**src/rtl/decode_issue_stage.sv**
```systemverilog
// decode_issue_stage: decode, scoreboard hazard stall and registered ID/EX issue
module decode_issue_stage #(
   parameter int DATA_W = 16,
   parameter int NREG_LOG2 = 3,
   localparam int NREG = 1 << NREG_LOG2
) (
   input  logic                 Clk,
   input  logic                 Reset,
   input  logic                 InValid,
   output logic                 InReady,
   input  logic [15:0]          InInstr,
   output logic [NREG_LOG2-1:0] RfReadRegister1,
   output logic [NREG_LOG2-1:0] RfReadRegister2,
   input  logic [DATA_W-1:0]    RfReadData1,
   input  logic [DATA_W-1:0]    RfReadData2,
   input  logic                 WbEnable,
   input  logic [NREG_LOG2-1:0] WbRegister,
   input  logic                 Flush,
   output logic                 OutValid,
   input  logic                 OutReady,
   output logic [4:0]           OutOpcode,
   output logic [NREG_LOG2-1:0] OutDst,
   output logic                 OutWrites,
   output logic [DATA_W-1:0]    OutOperandA,
   output logic [DATA_W-1:0]    OutOperandB,
   output logic [NREG-1:0]      Pending
);
   logic [4:0]           opcode;
   logic [NREG_LOG2-1:0] rdst, rsrc1, rsrc2;
   logic                 hazard, accept;
   logic [NREG-1:0]      one, set_mask, clr_mask, pending_next;
   assign opcode = InInstr[15:11];
   assign rdst = InInstr[10:8];
   assign rsrc1 = InInstr[7:5];
   assign rsrc2 = InInstr[4:2];
   assign one = NREG'(1);
   assign RfReadRegister1 = rsrc1;
   assign RfReadRegister2 = rsrc2;
   // Hazard looks only at the registered scoreboard; a same-cycle writeback still stalls
   always_comb begin
      hazard = (opcode[3] && Pending[rsrc1]) || (opcode[2] && Pending[rsrc2]) || (opcode[4] && Pending[rdst]);
      InReady = !hazard && !Flush && (!OutValid || OutReady);
      accept = InValid && InReady;
      set_mask = (accept && opcode[4]) ? one << rdst : '0;
      clr_mask = (WbEnable ? one << WbRegister : '0) | ((Flush && OutValid && OutWrites) ? one << OutDst : '0);
      pending_next = (Pending & ~clr_mask) | set_mask;
   end
   // ID/EX register and scoreboard; a new accept overrides drain, flush kills the entry
   always_ff @(posedge Clk or posedge Reset) begin
      if (Reset) begin
         OutValid <= 1'b0;
         OutOpcode <= '0;
         OutDst <= '0;
         OutWrites <= 1'b0;
         OutOperandA <= '0;
         OutOperandB <= '0;
         Pending <= '0;
      end else begin
         Pending <= pending_next;
         if (accept) begin
            OutValid <= 1'b1;
            OutOpcode <= opcode;
            OutDst <= rdst;
            OutWrites <= opcode[4];
            OutOperandA <= opcode[3] ? RfReadData1 : '0;
            OutOperandB <= opcode[2] ? RfReadData2 : {{(DATA_W-5){1'b0}}, InInstr[4:0]};
         end else if (Flush || OutReady) begin
            OutValid <= 1'b0;
         end
      end
   end
endmodule

```
**config.mk**
```make
export PLATFORM = sky130hd
export DESIGN_NAME = decode_issue_stage
export DESIGN_NICKNAME = d
export VERILOG_FILES = /design/src/rtl/decode_issue_stage.sv
export SDC_FILE = /design/constraint.sdc
export NUM_CORES = 1
export LEC_CHECK = 0
export ABC_AREA = 0
export CORE_MARGIN = 8
export CORE_UTILIZATION = 45
export DETAILED_ROUTE_END_ITERATION = 10
export HOLD_SLACK_MARGIN = 0.02
export PLACE_DENSITY = 0.92
export SYNTH_ARGS = -nofsm -noshare
export SYNTH_HDL_FRONTEND = slang
export SYNTH_SLANG_ARGS = --single-unit
export TNS_END_PERCENT = 20
```
**constraint.sdc**
```tcl
create_clock -name Clk -period 5.87 [get_ports Clk]
set_input_delay 1.761 -clock Clk [delete_from_list [all_inputs] [get_ports Clk]]
set_output_delay 1.761 -clock Clk [all_outputs]
set_load 0.02 [all_outputs]
```
==> metrics.md, run 1 <==
| Metric | Value |
|---|---|
| First-pass GRT wire length | 12.96 mm |
| Mapped cell area | 2521 um2 |
| Status | finished, final reports clean |
| Slew Limit Headroom | 33.36% |
| Worst Max-Slew Pin Slew | 0.9981 ns |
| Floorplan core area | approximately 5500 um2 |
| Kind of critical path | in2out |
| RSZ-0062 raised after global routing | no |
| Longest Clk Path Bufs | 2 |
| Hold path depth | 2 |
| Post-CTS Resized | 1 |
| Final setup fails | 0 |
| Root Buffer | clkbuf_8 |
| DR DRC count | 0 |
| Utilization after layout | 69.16% |
| Final hold viol count | 0 |
| Initial DRT Pass Iterations | 4 |
| CP max stage delay | 0.51 ns |
| Clock skew | roughly 0.0061 ns |
| Final nets | about 400 |
| Finished Cell Area | 3785 um2 |
| Detail Route Antenna Nets | 0 |
| Pwr dens | 306.9 nW/um2 |
| Synth Area in XOR/XNOR | 0% |
| Compound-Gate Fraction of Synth Area | 20.84% |
| Synth Area in Adders | 0% |
| Inserted Diodes | 0 |
| Clock buffer count from CTS | 5 |
| CTS Hold Bufs | 0 |
| Flop2flop setup slack | 3.09 ns |
| CTS tree | built |
| Placed cell area | about 3700 um2 |
| Crit-path cells | clkdlybuf4s50_1 -> mux4_2 -> o22ai_1 -> o22ai_2 -> nor4b_1 -> dlygate4sd2_1 |
| Min-delay src | OutOperandB[9]$_DFFE_PP0P_ |
| Initial antenna violation count | 0 |
| Worst path required time | 4.11 ns |
| Post-synthesis cell count | 237 |
| Maxcap violations | 0 |
| Largest family of logic cells by synthesized area | compound AO/OA/AOI/OAI gates |
| Vias in the first global route | around 2500 |
| R2R cell count | 6 |
| Post-CTS Repair Setup Buffers | 0 |
| Tmin final | 5.641 ns |
| CP Launch Point | InInstr[9] |
| Period Utilization, post-route | 96.10% |
| Simple-gate portion of the synthesized area | a little over a tenth |
| Die Ht | roughly 91 um |
| H-Tree Level Count | 2 |
| Drt first-iter violations | 112 |
| Synth-to-Final Area Change | 50.12% |
| VDD IR-drop max | about 0.23 mV |
| Final wirelength | 7.992 mm |
| IO Pins | 114 |
| Critical Path Fanout Max | 2 |
| Syn_nets | 294 |
| Row cnt | 27 |
| Tot Pwr | approximately 1.2 mW |
| Dpl hpwl | 5.902 mm |
| Hold WC Path Type | reg2reg |
| Clock insertion delay at the later pin of the skew report | 0.29 ns |
| Via Count | 2346 |
| Grt met3 use | under 10% |
| FF+latch count, synth | between 40 and 50 |
| Cell at the slowest stage of the critical path | clkdlybuf4s50_1 |
| Global Route met1 Usage | 22.40% |
| Grt ovf | 0 |
| Startpoint types | primary input |
| CP Data Arrival Time | a little under 4 ns |
| Total GRT Usage | 19.05% |
| Largest net degree at the start of global routing | 50 |
| FMAX | 177.3 MHz |
| Seq/Total Area, Yosys | between 40% and 50% |
| Met2 Use GR | 32.28% |
| Initial Utilization | roughly 46% |
| Detail-routed via count per cell | 5.667 |
| Hold Path Sink | OutOperandB[9]$_DFFE_PP0P_ |
| Synth cell types | 32 |
| Leak pwr | 1.573 nW |
| Clock transition at path regs | 0.08 ns |
| Mux cell area share after synthesis | 13.60% |
| Die width | 90.85 um |
| Busiest grt layer | met2 |
| Syn_area_per_cell | around 11 um2 |
| Layout cell share with drive strength beyond 1 | a little over an eighth |
| Post-DR wirelength/cell | 19.30 um |
| Port Buffers | 113 |
| Routability Congestion | between 0.9 and 1 |
| CTS sink cnt | 49 |
| Worst r2r src | Pending[3]$_DFF_PP0_ |
| Die area | approximately 8300 um2 |
| Endpoint type of the worst setup path | primary output |
| RR Endpoint | OutOperandB[4]$_DFFE_PP0P_ |
| Synth warn | 0 |
| Max-slew violations | 0 |
-- sequential cells by signal, summed over array words and instances (netlist names) --
register / flops
OutValid: 1
Pending: 8
OutOpcode: 5
OutDst: 3
OutOperandB: 16
OutOperandA: 16
-- cell usage in the layout (no fill, tap or decap), drive strengths merged --
master / instances
mux2i: 5
a31oi: 4
nand3: 2
clkdlybuf4s50: 112
o221ai: 1
buf: 10
nand2: 32
o32ai: 2
nand3b: 2
nor2: 2
o311ai: 1
dlygate4sd2: 1
bufinv: 1
o31ai: 28
a41o: 4
nor4b: 1
inv: 6
clkbuf: 5
clkinv: 1
nor2b: 1
dfrtp: 49
or3: 2
mux4: 4
mux2: 18
o22ai: 2
o21ai: 34
o41ai: 2
and4b: 1
nand4: 1
nand2b: 5
nor3: 3
-- cells by family after synthesis --
logic type             Yosys count
AOI/OAI and AO/OA               78
muxes                           27
and+or+nand+nor                 52
DFF                             49
buffers and inverters           31
-- worst max-delay path, delay by kind of cell --
kind / cells / cell delay [ns]
AO/OA/AOI/OAI: 2 / 0.35
buffers and inverters: 2 / 0.91
AND/OR/NAND/NOR: 1 / 0.36
multiplexers: 1 / 0.50
-- metrics by stage --
stage | setup slack [ns] | hold WS, ns | TNS (ns) | cells
floorplan | 0.4104 | 0.6150 | 0 | 237
global placement | -0.01285 | 0.4845 | -0.01285 | 407
detailed placement | -0.04215 | 0.4933 | -0.04215 | 407
CTS | 0.2504 | 0.5136 | 0 | 414
global route | 0.1346 | 0.5243 | 0 | 414
finish | 0.2292 | 0.5081 | 0 | 414
-- how the worst max path moves through the flow --
stage                     endpoint  slack (ns)  cells after the start
after floorplan            InReady        0.41                      6
after global placement     InReady       -0.01                      6
after detailed placement   InReady       -0.04                      6
after CTS                  InReady        0.25                      6
after global routing       InReady        0.13                      6
final                      InReady        0.23                      6
-- power by group --
part	internal, mW	switching, mW	total [mW]
registers	0.409	0.0588	0.468
clock network	0.124	0.103	0.227
logic	0.234	0.233	0.466
-- synthesized netlist by cell type, drive strengths merged --
cell / number / area [um2]
o22ai: 2 / 12.51
or3: 2 / 17.52
nand2b: 5 / 31.28
o221ai: 1 / 8.760
o32ai: 2 / 32.53
nor2b: 1 / 6.260
mux4: 4 / 90.09
nand3: 2 / 10.01
nor4b: 1 / 8.760
o41ai: 2 / 17.52
mux2: 18 / 202.7
inv: 6 / 22.52
dfrtp: 49 / 1226
a31oi: 4 / 25.02
o21ai: 34 / 170.2
nor3: 3 / 26.28
clkbuf: 13 / 51.30
mux2i: 5 / 50.05
nand2: 32 / 120.1
o311ai: 1 / 8.760
buf: 12 / 90.08
a41o: 4 / 40.04
nor2: 2 / 7.510
and4b: 1 / 13.76
nand3b: 2 / 15.01
nand4: 1 / 6.260
o31ai: 28 / 210.2
-- final cells by class --
class	instances	area (um2)
tap	72	90.09
inverter	6	22.52
fill	439	1688
clock buffer	5	68.82
timing repair buffer	123	1205
sequential	49	1226
clock inverter	2	35.03
multi-input combinational	157	1137
-- metal layers --
layer / vias to the layer above / part of all wire (%)
li1: 1086 / -
met5: - / 0
met2: 116 / 50
met1: 1136 / 40
met4: 0 / 0.95
met3: 8 / 9.3
(Power assumes the default switching activity.)
==> run 2: changes to the inputs <==
Settings changed: CAP_MARGIN from default to 20.
==> run 2 against run 1 <==
Routed wire length grew 1.3%. Cell count up 0.24%. First-iteration DRC count grew 20%. Combinational power is essentially flat. Sequential share of layout area is 0.17 points lower. Worst setup slack improved by 0.042 ns. Hold slack better by 0.00079 ns. Non-clock buffer count increased by 1. Sequential power about the same. Critical endpoint unchanged. Largest power group is now combinational logic.
==> metrics.md, run 2 (synthesis results as in run 1) <==
| Metric | Value |
|---|---|
| Status | finished, final reports clean |
| Slew Limit Headroom | 44.36% (+11 points) |
| Post-DR wirelength/cell | 19.51 um (+1.1%) |
| Internal power | 0.7680 mW (+0.18%) |
| Period Utilization, post-route | 95.38% (-0.72 points) |
| Worst path required time | 4.11 ns (about the same) |
| Die width | 90.85 um (unchanged) |
| Via Count | 2365 (+0.81%) |
| Die Ht | 90.85 um (unchanged) |
| Fin Setup TNS | 0 ns (unchanged) |
| Kind of critical path | in2out |
| Sw Ratio | 34.01% (about the same) |
| Leak pwr | 1.583 nW (+0.60%) |
| Clock transition at path regs | 0.09 ns (about the same) |
| Detail Route Antenna Nets | 0 (unchanged) |
| Most frequent cells in the layout | clkdlybuf4s50_1, dfrtp_1, o21ai_0, nand2_1, o31ai_1 |
| Routability Congestion | 0.9752 (unchanged) |
| Endpoint type of the worst setup path | primary output |
| Final hold viol count | 0 (unchanged) |
| Most common cell after layout, fill and taps aside | clkdlybuf4s50_1 |
| Dpl hpwl | 5.902 mm (unchanged) |
| Finished Cell Area | 3805 um2 (+0.53%) |
| Placed cell area | 3682 um2 (unchanged) |
| Critical Path Fanout Max | 2 (unchanged) |
| Port Buffers | 113 (unchanged) |
| H-Tree Level Count | 2 (unchanged) |
| Grt ovf | 0 (unchanged) |
| Tmin final | 5.599 ns (-0.04227 ns) |
| Clock insertion delay at the later pin of the skew report | 0.29 ns (about the same) |
| Final nets | 400 (+0.25%) |
| FMAX | 178.6 MHz (+0.75%) |
| Dpl ws | -0.04215 ns (unchanged) |
| First-pass GRT wire length | 12.96 mm (unchanged) |
| Hold WC Path Type | reg2reg |
| Final setup fails | 0 (unchanged) |
| Pwr dens | 305.9 nW/um2 (-0.33%) |
| Sequential Power Share | 40.2% (about the same) |
| CTS sink cnt | 49 (unchanged) |
| P_sw | 0.3958 mW (+0.23%) |
| Vias in the first global route | 2451 (unchanged) |
| Inserted Diodes | 0 (unchanged) |
| Startpoint types | primary input |
| Clock buffer count from CTS | 5 (unchanged) |
| Longest Clk Path Bufs | 2 (unchanged) |
| DR DRC count | 0 (unchanged) |
| VDD IR-drop max | 0.2337 mV (-0.12%) |
| CP Data Arrival Time | 3.84 ns (-0.04 ns) |
| Drt first-iter violations | 134 (+20%) |
| Maxcap violations | 0 (unchanged) |
| Largest net degree at the start of global routing | 50 (unchanged) |
| Final Worst Setup Slack | 0.2715 ns (+0.04227 ns) |
| Initial antenna violation count | 0 (unchanged) |
| RSZ-0062 raised after global routing | no |
| Biggest regs | OutOperandA: 16 flops, OutOperandB: 16 flops, Pending: 8 flops |
| Synth-to-Final Area Change | 50.92% |
| Clock skew | 0.005604 ns (-0.0005377 ns) |
| Row cnt | 27 (unchanged) |
| Total GRT Usage | 19.05% (unchanged) |
| Clk pwr share | 19.5% (about the same) |
| Utilization after layout | 69.52% (+0.37 points) |
| Layout cell share with drive strength beyond 1 | 13.70% (+0.25 points) |
| Die area | 8254 um2 (unchanged) |
| Combinational fraction of design power | 40.3% (+0.2 points) |
| Worst Max-Slew Pin Slew | 0.8319 ns (-0.1662 ns) |
| Max-slew violations | 0 (unchanged) |
| IO Pins | 114 (unchanged) |
| CTS tree | built |
| Initial DRT Pass Iterations | 5 (+1) |
| Root Buffer | clkbuf_8 |
| Detail-routed via count per cell | 5.699 (+0.57%) |
| Final wirelength | 8.096 mm (+1.3%) |
| CTS Hold Bufs | 0 (unchanged) |
| Floorplan core area | 5473 um2 (unchanged) |
| Initial Utilization | 46.07% (unchanged) |
[run 2: cell count changes in the layout (fill, tap and decap cells not counted), sizes merged]
| cell | before | now |
|---|---|---|
| buf | 10 | 11 |
[run 2: through the flow]
| stage | std cells | hold WS, ns | total power, mW |
|---|---|---|---|
| 2_1_floorplan | 237 | 0.6150 | 0.6955 |
| 3_3_place_gp | 407 | 0.4845 | 0.9322 |
| 3_5_place_dp | 407 | 0.4933 | 0.9430 |
| 4_1_cts | 414 | 0.5136 | 1.174 |
| 5_1_grt | 415 | 0.5243 | 1.225 |
| 6_report | 415 | 0.5089 | 1.164 |
[run 2: power groups by stage]
stage               clock, mW  combinational, mW  sequential (mW)
finish                  0.227              0.469            0.468
CTS                     0.235              0.471            0.467
global route            0.249              0.499            0.477
floorplan                   0              0.146            0.550
detailed placement          0              0.470            0.473
global placement            0              0.463            0.470
[run 2: cell type report]
| type | instances | area (um2) |
|---|---|---|
| Clock buffer | 5 | 68.82 |
| Clock inverter | 2 | 35.03 |
| Fill cell | 437 | 1668 |
| Inverter | 6 | 22.52 |
| Multi-Input combinational cell | 157 | 1137 |
| Sequential cell | 49 | 1226 |
| Tap cell | 72 | 90.09 |
| Timing Repair Buffer | 124 | 1225 |
[run 2: per-layer routing]
| layer | routed length, um | GRT usage, % | vias up |
|---|---|---|---|
| li1 | - | - | 1089 |
| met1 | 3242 | 22.40 | 1153 |
| met2 | 4008 | 32.28 | 115 |
| met3 | 768 | 7.066 | 8 |
| met4 | 76 | 4.093 | 0 |
| met5 | 0 | 0 | - |
[run 2: critical path, stage by stage]
cell	delay, ns
clkdlybuf4s50_1	0.51
mux4_2	0.50
o22ai_1	0.23
o22ai_2	0.12
nor4b_1	0.32
dlygate4sd2_1	0.39
[run 2: timing repair]
| action | 4_1_cts | 5_1_grt |
|---|---|---|
| setup endpoints to repair | 1 | 0 |
| hold endpoints to repair | 0 | 0 |
| resized for setup | 1 | 0 |
| setup buffers | 0 | 0 |
[run 2: path summary, 6_finish.rpt]
kind	end	slack [ns]	from	cells past startpoint
max	InReady	0.27	InInstr[9]	6
min	OutOperandA[3]$_DFFE_PP0P_	0.51	OutOperandA[3]$_DFFE_PP0P_	2
max reg2reg	OutOperandB[4]$_DFFE_PP0P_	3.09	Pending[3]$_DFF_PP0_	6
min reg2reg	OutOperandA[3]$_DFFE_PP0P_	0.51	OutOperandA[3]$_DFFE_PP0P_	2
max in group asynchronous	Pending[0]$_DFF_PP0_	3.58	Reset	3
min in group asynchronous	OutOperandA[12]$_DFFE_PP0P_	1.78	Reset	2
==> run 3: changes to the inputs <==
==> constraint.sdc (replaced) <==
create_clock -name Clk -period 5.87 [get_ports Clk]
set_input_delay 0.8805 -clock Clk [delete_from_list [all_inputs] [get_ports Clk]]
set_output_delay 0.8805 -clock Clk [all_outputs]
set_load 0.02 [all_outputs]
==> run 3 against run 2 <==
First-iteration DRC count down 40%. Sequential share of layout area increased by 0.40 points. Routed wire length rose by 0.89%. Via count is 1.1% lower. Largest cell class unchanged. Flip-flop and latch count did not move. Global-route usage down 0.068 points. Core utilization is 0.85 points lower. Highest routed layer unchanged. Non-clock buffer count down 8. Hold slack gained 0.0089 ns. Die area did not move. Critical path type unchanged. Clock skew up 0.0016 ns.
==> metrics.md, run 3 (synthesis results as in run 1) <==
| Metric | Value |
|---|---|
| Status | finished, final reports clean |
| Port Buffers | 113 (unchanged) |
| Initial Utilization | 46.07% (unchanged) |
| Layout cell share with drive strength beyond 1 | 11.90% (-1.8 points) |
| Final Worst Setup Slack | 1.656 ns (+1.384 ns) |
| CTS sink cnt | 49 (unchanged) |
| Pwr dens | 304.6 nW/um2 (-0.42%) |
| Detail Route Antenna Nets | 0 (unchanged) |
| Most common cell after layout, fill and taps aside | clkdlybuf4s50_1 |
| Initial antenna violation count | 0 (unchanged) |
| Startpoint types | primary input |
| Slew Limit Headroom | 43.22% (-1.1 points) |
| Post-DR wirelength/cell | 20.02 um (+2.6%) |
| Dpl ws | 1.618 ns (+1.660 ns) |
| Most frequent cells in the layout | clkdlybuf4s50_1, dfrtp_1, o21ai_0, nand2_1, o31ai_1 |
| Total GRT Usage | 18.98% (-0.068 points) |
| Max-slew violations | 0 (unchanged) |
| Biggest regs | OutOperandA: 16 flops, OutOperandB: 16 flops, Pending: 8 flops |
| FF/Latch Area | 1226 um2 (unchanged) |
| Final setup fails | 0 (unchanged) |
| Cell at the slowest stage of the critical path | clkdlybuf4s50_1 |
| Final nets | 392 (-2.0%) |
| Tot Pwr | 1.145 mW (-1.6%) |
| Clock skew | 0.007209 ns (+0.001605 ns) |
| Worst Max-Slew Pin Slew | 0.8489 ns (+0.01696 ns) |
| Final hold viol count | 0 (unchanged) |
| CTS tree | built |
| Clock buffer count from CTS | 5 (unchanged) |
| Hold WC Path Type | reg2reg |
| Endpoint type of the worst setup path | primary output |
| Floorplan core area | 5473 um2 (unchanged) |
| Global Route met1 Usage | 21.92% (-0.48 points) |
| Largest net degree at the start of global routing | 50 (unchanged) |
| Most Frequent Cell on Critical Path | clkdlybuf4s50_1 |
| Die width | 90.85 um (unchanged) |
| Detail-routed via count per cell | 5.730 (+0.55%) |
| Final wirelength | 8.168 mm (+0.89%) |
| Initial DRT Pass Iterations | 4 (-1) |
| Synth-to-Final Area Change | 49.08% |
| Leak pwr | 1.547 nW (-2.2%) |
| CP Launch Point | InInstr[5] |
| Worst r2r src | Pending[6]$_DFF_PP0_ |
| Area occupied by multi-input gates | 1137 um2 (unchanged) |
| FMAX | 237.3 MHz (+33%) |
| Grt ovf | 0 (unchanged) |
| Critical path endpoint | InReady |
| Busiest grt layer | met2 |
| Tmin final | 4.215 ns (-1.384 ns) |
| CP max stage delay | 0.68 ns (+0.17 ns) |
| Maxcap violations | 0 (unchanged) |
| Period Utilization, post-route | 71.80% (-24 points) |
| Crit-path cells | clkdlybuf4s50_1 -> mux4_2 -> nor2_1 -> and4b_4 -> nor4b_1 -> clkdlybuf4s50_1 |
| CP Data Arrival Time | 3.33 ns (-0.51 ns) |
| Routability Congestion | 0.9114 (-6.5%) |
| Post-CTS Resized | 0 (-1) |
| Dpl hpwl | 5.986 mm (+1.4%) |
| Met2 Use GR | 32.46% (+0.18 points) |
| IO Pins | 114 (unchanged) |
| Row cnt | 27 (unchanged) |
| Post-CTS Repair Setup Buffers | 0 (unchanged) |
| Fin Setup TNS | 0 ns (unchanged) |
| Clock transition at path regs | 0.09 ns (about the same) |
| Die area | 8254 um2 (unchanged) |
| RR Endpoint | OutOperandB[1]$_DFFE_PP0P_ |
| Buf/Inv on CP | 2 (unchanged) |
| Drt first-iter violations | 80 (-40%) |
| Longest Clk Path Bufs | 2 (unchanged) |
| Critical Path Fanout Max | 30 (+28) |
| Inserted Diodes | 0 (unchanged) |
| Flop2flop setup slack | 3.13 ns (+0.04 ns) |
| CTS Hold Bufs | 0 (unchanged) |
| Via Count | 2338 (-1.1%) |
| Worst path required time | 4.99 ns (+0.88 ns) |
| Grt met3 use | 6.318% (-0.75 points) |
| RSZ-0062 raised after global routing | no |
| First-pass GRT wire length | 12.98 mm (+0.15%) |
| Vias in the first global route | 2476 (+1.0%) |
| Root Buffer | clkbuf_8 |
| WP depth | 6 (unchanged) |
| Die Ht | 90.85 um (unchanged) |
| H-Tree Level Count | 2 (unchanged) |
| R2R cell count | 6 (unchanged) |
| Clock insertion delay at the later pin of the skew report | 0.30 ns (about the same) |
| DR DRC count | 0 (unchanged) |
| Filler Cells Inserted | 438 (+0.23%) |
| Worst path top cell family by delay | buffers and inverters |
| Kind of critical path | in2out |
| VDD IR-drop max | 0.2366 mV (+1.2%) |
-- run 3: changes by cell type in the layout (fill, tap and decap cells not counted) --
cell             change
clkbuf_8             +1
buf_4                -9
dlygate4sd2_1        -1
bufinv_16            -1
clkdlybuf4s50_1      +1
clkinv_4             +1
buf_16               +1
-- run 3: through the flow --
stage          cells  cell area (um2)  hold WS (ns)  utilization (%)
4_1_cts          406             3711        0.5183            67.81
3_3_place_gp     398             3615        0.4864            66.05
5_1_grt          408             3759        0.5430            68.68
2_1_floorplan    237             2521        0.6150                -
6_report         408             3759        0.5178            68.68
3_5_place_dp     398             3615        0.4963            66.05
-- run 3: per-layer routing --
| metal | routed length [um] | vias to the layer above |
|---|---|---|
| li1 | - | 1072 |
| met1 | 3307 | 1160 |
| met2 | 4102 | 96 |
| met3 | 646 | 10 |
| met4 | 111 | 0 |
| met5 | 0 | - |
-- run 3: how the worst min path moves through the flow --
stage,start,endpoint,slack (ns),cells past startpoint
floorplan,OutOperandA[10]$_DFFE_PP0P_,OutOperandA[10]$_DFFE_PP0P_,0.62,2
global placement,OutOperandA[10]$_DFFE_PP0P_,OutOperandA[10]$_DFFE_PP0P_,0.49,2
detailed placement,OutOperandB[2]$_DFFE_PP0P_,OutOperandB[2]$_DFFE_PP0P_,0.50,1
CTS,OutOperandB[5]$_DFFE_PP0P_,OutOperandB[5]$_DFFE_PP0P_,0.52,2
global route,OutOpcode[2]$_DFFE_PP0P_,OutOpcode[2]$_DFFE_PP0P_,0.54,1
finish,OutOperandB[5]$_DFFE_PP0P_,OutOperandB[5]$_DFFE_PP0P_,0.52,2
-- run 3: power breakdown --
part | switching [mW] | internal (mW)
registers | 0.0604 | 0.409
clock network | 0.111 | 0.0957
logic | 0.235 | 0.234
-- run 3: worst min-delay path, delay by kind of cell, from the launching register on --
family,cells,cell delay (ns)
AOI/OAI and AO/OA,2,0.13
DFF,1,0.35
-- run 3: final cells by class --
class / count / area share (%)
clock buffers: 6 / 2.197
clock inverters: 2 / 0.3662
well taps: 72 / 2.397
repair buffers: 116 / 31.56
multi-input cells: 157 / 30.26
inverters: 6 / 0.5992
flip-flops and latches: 49 / 32.62
